## config.mk

```make
export PLATFORM = sky130hd
export DESIGN_NAME = vblank_scheduler
export DESIGN_NICKNAME = d
export VERILOG_FILES = /design/src/rtl/vblank_scheduler.sv
export SDC_FILE = /design/constraint.sdc
export NUM_CORES = 1
export LEC_CHECK = 0
export BUFFER_PORTS_ARGS = -buffer_cell sky130_fd_sc_hd__buf_2
export CORE_ASPECT_RATIO = 1.5
export CORE_MARGIN = 4
export CORE_UTILIZATION = 31
export DETAILED_ROUTE_END_ITERATION = 16
export PLACE_DENSITY = 0.62
export SLEW_MARGIN = 10
export SYNTH_ARGS = -nofsm -noshare
export SYNTH_HDL_FRONTEND = slang
export SYNTH_SLANG_ARGS = --single-unit
```

## constraint.sdc

```tcl
create_clock -name clk -period 1.92 [get_ports clk]
set_input_delay 0.096 -clock clk [delete_from_list [all_inputs] [get_ports clk]]
set_output_delay 0.096 -clock clk [all_outputs]
set_load 0.01 [all_outputs]
```

## src/rtl/vblank_scheduler.sv

```systemverilog
// Frame-level sequencer: on each rising edge of vblnk it starts every enabled
// update client in index order, waits for its done and enforces a per-client timeout.
module vblank_scheduler #(
    parameter int N_CLIENTS = 4,
    parameter int TIMEOUT   = 4096,
    parameter int FRAME_W   = 16
) (
    input  logic                 clk,
    input  logic                 rst_n,
    input  logic                 vblnk,
    input  logic [N_CLIENTS-1:0] client_en,
    input  logic [N_CLIENTS-1:0] client_done,
    input  logic                 err_clr,
    output logic [N_CLIENTS-1:0] client_start,
    output logic [((N_CLIENTS > 1) ? $clog2(N_CLIENTS) : 1)-1:0] active_client,
    output logic                 busy,
    output logic                 frame_tick,
    output logic [FRAME_W-1:0]   frame_cnt,
    output logic                 overrun,
    output logic [N_CLIENTS-1:0] timeout_flags
);

    localparam int AW = (N_CLIENTS > 1) ? $clog2(N_CLIENTS) : 1;
    localparam int IW = $clog2(N_CLIENTS + 1);
    localparam int TW = $clog2(TIMEOUT);
    localparam logic [IW-1:0] IDX_END  = IW'(N_CLIENTS);
    localparam logic [TW-1:0] TMR_LAST = TW'(TIMEOUT - 1);

    typedef enum logic [1:0] {
        ST_IDLE   = 2'd0,
        ST_SELECT = 2'd1,
        ST_START  = 2'd2,
        ST_WAIT   = 2'd3
    } state_t;

    state_t               state_q, state_d;
    logic [IW-1:0]        idx_q, idx_d;
    logic [TW-1:0]        timer_q, timer_d;
    logic                 vblnk_q;
    logic                 frame_tick_q, frame_tick_d;
    logic [FRAME_W-1:0]   frame_cnt_q, frame_cnt_d;
    logic                 overrun_q, overrun_d;
    logic [N_CLIENTS-1:0] timeout_q, timeout_d;
    logic [N_CLIENTS-1:0] timeout_set;
    logic                 overrun_set;
    logic                 frame_edge;
    logic                 vblnk_fall;
    logic [AW-1:0]        idx_a;

    assign frame_edge = vblnk & ~vblnk_q;
    assign vblnk_fall = ~vblnk & vblnk_q;
    // idx reaches N_CLIENTS only in the final SELECT cycle, where it is never used to index
    assign idx_a      = idx_q[AW-1:0];

    // Next-state logic for the sequencer, frame counter and sticky error flags
    always_comb begin
        state_d      = state_q;
        idx_d        = idx_q;
        timer_d      = timer_q;
        frame_tick_d = 1'b0;
        frame_cnt_d  = frame_cnt_q;
        timeout_set  = '0;
        overrun_set  = 1'b0;

        if (frame_edge) begin
            frame_tick_d = 1'b1;
            frame_cnt_d  = frame_cnt_q + FRAME_W'(1);
        end else begin
            frame_tick_d = 1'b0;
        end

        if ((state_q != ST_IDLE) && (frame_edge || vblnk_fall)) begin
            overrun_set = 1'b1;
        end else begin
            overrun_set = 1'b0;
        end

        case (state_q)
            ST_IDLE: begin
                if (frame_edge) begin
                    idx_d   = '0;
                    state_d = ST_SELECT;
                end else begin
                    state_d = ST_IDLE;
                end
            end
            ST_SELECT: begin
                if (idx_q == IDX_END) begin
                    idx_d   = '0;
                    state_d = ST_IDLE;
                end else if (client_en[idx_a]) begin
                    state_d = ST_START;
                end else begin
                    idx_d = idx_q + IW'(1);
                end
            end
            ST_START: begin
                timer_d = '0;
                state_d = ST_WAIT;
            end
            ST_WAIT: begin
                // done has priority over an expiring timer in the same cycle
                if (client_done[idx_a]) begin
                    idx_d   = idx_q + IW'(1);
                    state_d = ST_SELECT;
                end else if (timer_q == TMR_LAST) begin
                    timeout_set[idx_a] = 1'b1;
                    idx_d              = idx_q + IW'(1);
                    state_d            = ST_SELECT;
                end else begin
                    timer_d = timer_q + TW'(1);
                end
            end
            default: begin
                state_d = ST_IDLE;
                idx_d   = '0;
                timer_d = '0;
            end
        endcase

        // a set in the same cycle as err_clr survives the clear
        if (err_clr) begin
            overrun_d = overrun_set;
            timeout_d = timeout_set;
        end else begin
            overrun_d = overrun_q | overrun_set;
            timeout_d = timeout_q | timeout_set;
        end
    end

    // State and status registers; vblnk_q resets high so a level already high is not a frame
    always_ff @(posedge clk or negedge rst_n) begin
        if (!rst_n) begin
            state_q      <= ST_IDLE;
            idx_q        <= '0;
            timer_q      <= '0;
            vblnk_q      <= 1'b1;
            frame_tick_q <= 1'b0;
            frame_cnt_q  <= '0;
            overrun_q    <= 1'b0;
            timeout_q    <= '0;
        end else begin
            state_q      <= state_d;
            idx_q        <= idx_d;
            timer_q      <= timer_d;
            vblnk_q      <= vblnk;
            frame_tick_q <= frame_tick_d;
            frame_cnt_q  <= frame_cnt_d;
            overrun_q    <= overrun_d;
            timeout_q    <= timeout_d;
        end
    end

    // Output decode from registered state only
    always_comb begin
        client_start = '0;
        if (state_q == ST_START) begin
            client_start[idx_a] = 1'b1;
        end else begin
            client_start = '0;
        end
        if (state_q != ST_IDLE) begin
            busy          = 1'b1;
            active_client = idx_a;
        end else begin
            busy          = 1'b0;
            active_client = '0;
        end
    end

    assign frame_tick    = frame_tick_q;
    assign frame_cnt     = frame_cnt_q;
    assign overrun       = overrun_q;
    assign timeout_flags = timeout_q;

endmodule

```

==> flow_metrics.tcl <==
set metrics [dict create \
    n_fill_cell 631 \
    syn_nets 221 \
    reg2reg_from "idx_q[0]" \
    drv_cap 0 \
    io_buffers 40 \
    num_io_pins 41 \
    r2r_slack_ns 0.17 \
    worst_pin_slew_ns 0.497 \
    max-vdd-ir-drop_uv 344 \
    synthCells 202 \
    synth-main-ff-cell "dfrtp_1" \
    min_path_type "in -> reg" \
    hold_path.startpoint "err_clr" \
    synthesis.area_um2 2110 \
    clk_pin_slew_ns 0.07 \
    place_inst 323 \
    ys_ff_latch 40 \
    syn2layout_area_growth_pct 23.4 \
    wl_per_cell_um 14.1 \
    hpwlAfterDp_mm 3.56 \
    diodes 0 \
    synth.distinct_cells 42 \
    status "complete, no violations" \
    antenna_left 0 \
    fin_worst_skew_ns 0.00908 \
    r2r_end "timer_q[3]" \
    vias 1746 \
    cp.arrival_ns 1.92 \
    fp.dieW_um 75.4 \
    yosys_warnings 0 \
    vias_per_cell 5.24 \
    fin_nets 275 \
    htreeDepth 2 \
    drt_iter0_markers 121 \
    ys_seq_area_share_pct 47.4 \
    drt-total-wl_mm 4.69 \
    min_path_cells 3 \
    p_per_area_nw_per_um2 1190 \
    rsz0062_at_grt "false" \
    fp.dieH_um 109 \
    stdcell_count 333 \
    regArea_um2 1000 \
    clock_path_buffers 2 \
    avgSynthCellArea_um2 10.5 \
    rows 36 \
    place_area_um2 2470 \
    async_reset_ff_share_pct 100 \
    grt_pass1_vias 1646 \
    finalSetupTns_ns 0 \
    place.gp.congestion 0.784 \
    hold_viol 0 \
    slew_viol_final 0 \
    grt_usage_pct 12.1 \
    cts-root-buf "clkbuf_8" \
    start_util_pct 32.1 \
    critPathMaxFanout 7 \
    relSlewSlack_pct 66.9 \
    core_area_um2 6580 \
    clk_latency_ns 0.29 \
    r2r_cells 5 \
    drtPass1Iterations 4 \
    grt_max_degree 41 \
    fmax_ghz 0.571 \
    final_cell_area_um2 2610 \
    cp.required_ns 2.09 \
    synth_edf_count 0 \
    finalSetupViolCount 0 \
    clkSinkCount 40 \
    die-area_um2 8230 \
    cp-end-kind "flip-flop" \
    power.leakage_nw 1.24 \
    cts_made_buffers 5 \
    crit_path_start_kind "flip-flop" \
    grt.overflow.total 0 \
    crit_type "reg -> reg" \
    hold_end "overrun" \
    fin_util_pct 39.6 \
    multi_input_area_um2 1010 \
    min_period_ns 1.75 \
    cts_tree "done" \
    drive_gt1_share_pct 29.2 \
    antenna_found_initial 0 \
    drc_errors 0 \
    period_share_pct 91.3 \
    grt_pass1_wl_mm 7.64 \
]
-- metal layers --
layer | vias up | share of wire [%] | GRT usage, %
met5 | - | 0 | 0
met4 | 0 | 1.6 | 4.50
met3 | 6 | 4.5 | 2.95
met2 | 30 | 52 | 21.1
met1 | 864 | 42 | 14.0
li1 | 846 | - | -
-- power by group --
part           internal, W  switching [W]  leakage (nW)
Sequential         0.00101       0.000231         0.520
Combinational     0.000559       0.000622         0.668
Clock             0.000385       0.000294        0.0541
Total              0.00196        0.00115          1.24
-- registers in the layout (all words and copies together), names as in the netlist, named ones only --
| name | cells |
|---|---|
| frame_tick | 1 |
| state_q | 1 |
| overrun | 1 |
| idx_q | 3 |
| vblnk_q | 1 |
| timer_q | 12 |
| frame_cnt | 16 |
| timeout_flags | 4 |
-- logic make-up (layout without fill, tap and decap cells) --
group	after synthesis	in the layout	synth area share [%]
flops	40	40	47.4
xor+xnor	16	16	6.63
compound gates	38	38	13.9
mux	6	6	4.20
fa+ha+maj	7	7	4.14
simple gates	72	72	18.7
buf+inv	23	78	4.97
-- area by class of cell --
class	instances	share of cell area, %
Clock buffer	5	2.64
Clock inverter	3	1.63
Inverter	14	2.02
Multi-Input combinational cell	139	38.6
Sequential cell	40	38.5
Tap cell	76	3.65
Timing Repair Buffer	56	13.0
-- cell usage after synthesis (4+ instances only) --
library cell / instances / share of area (%)
buf_2: 6 / 1.4
xnor2_1: 13 / 5.4
and3_1: 10 / 3.0
and4_1: 4 / 1.7
nand3_1: 15 / 3.6
nand2_1: 19 / 3.4
dfrtp_1: 39 / 46
inv_1: 14 / 2.5
a22o_1: 4 / 1.7
ha_1: 7 / 4.1
o22ai_1: 4 / 1.2
a31oi_1: 8 / 2.4
nand4_1: 7 / 2.1
nor2_1: 5 / 0.89
a21oi_1: 5 / 1.2
-- worst max-delay path by stage --
stage | depth (start not counted) | end | slack (ns) | start
finish | 5 | timer_q[3] | 0.17 | idx_q[0]
CTS | 5 | timer_q[3] | 0.08 | idx_q[0]
detailed placement | 5 | timer_q[3] | 0.11 | idx_q[0]
floorplan | 5 | timer_q[7] | 0.25 | idx_q[0]
global placement | 5 | timer_q[9] | 0.14 | idx_q[0]
global route | 8 | frame_cnt[11] | 0.04 | vblnk
-- cell usage in the layout (no fill, tap or decap), types with 8 or more instances in the layout --
| cell | instances |
|---|---|
| and3_1 | 9 |
| nand2_1 | 19 |
| nand3_1 | 15 |
| buf_2 | 40 |
| inv_1 | 14 |
| buf_4 | 13 |
| dfrtp_1 | 38 |
| xnor2_1 | 13 |
| a31oi_1 | 8 |
-- metrics by stage --
stage	worst slack (ns)	hold WS, ns	power [W]
after floorplan	0.251	-0.200	0.00199
after global placement	0.143	0.184	0.00242
after detailed placement	0.109	0.182	0.00244
after CTS	0.0844	0.112	0.00314
after global routing	0.0365	0.145	0.00335
final	0.168	0.118	0.00310
-- worst max-delay path: stages (launching register included) --
cell     delay [ns]
dfrtp_2        0.45
mux4_2         0.58
a31oi_2        0.21
o21a_1         0.16
buf_4          0.15
a31oi_1        0.08
-- what timing repair did --
action                                  CTS  global route
buffers inserted                          0             0
endpoints found under the setup margin    0             3
resized for setup                         0             2
hold endpoints to repair                 40             0
hold buffers                              2             0
(Power assumes the default switching activity.)
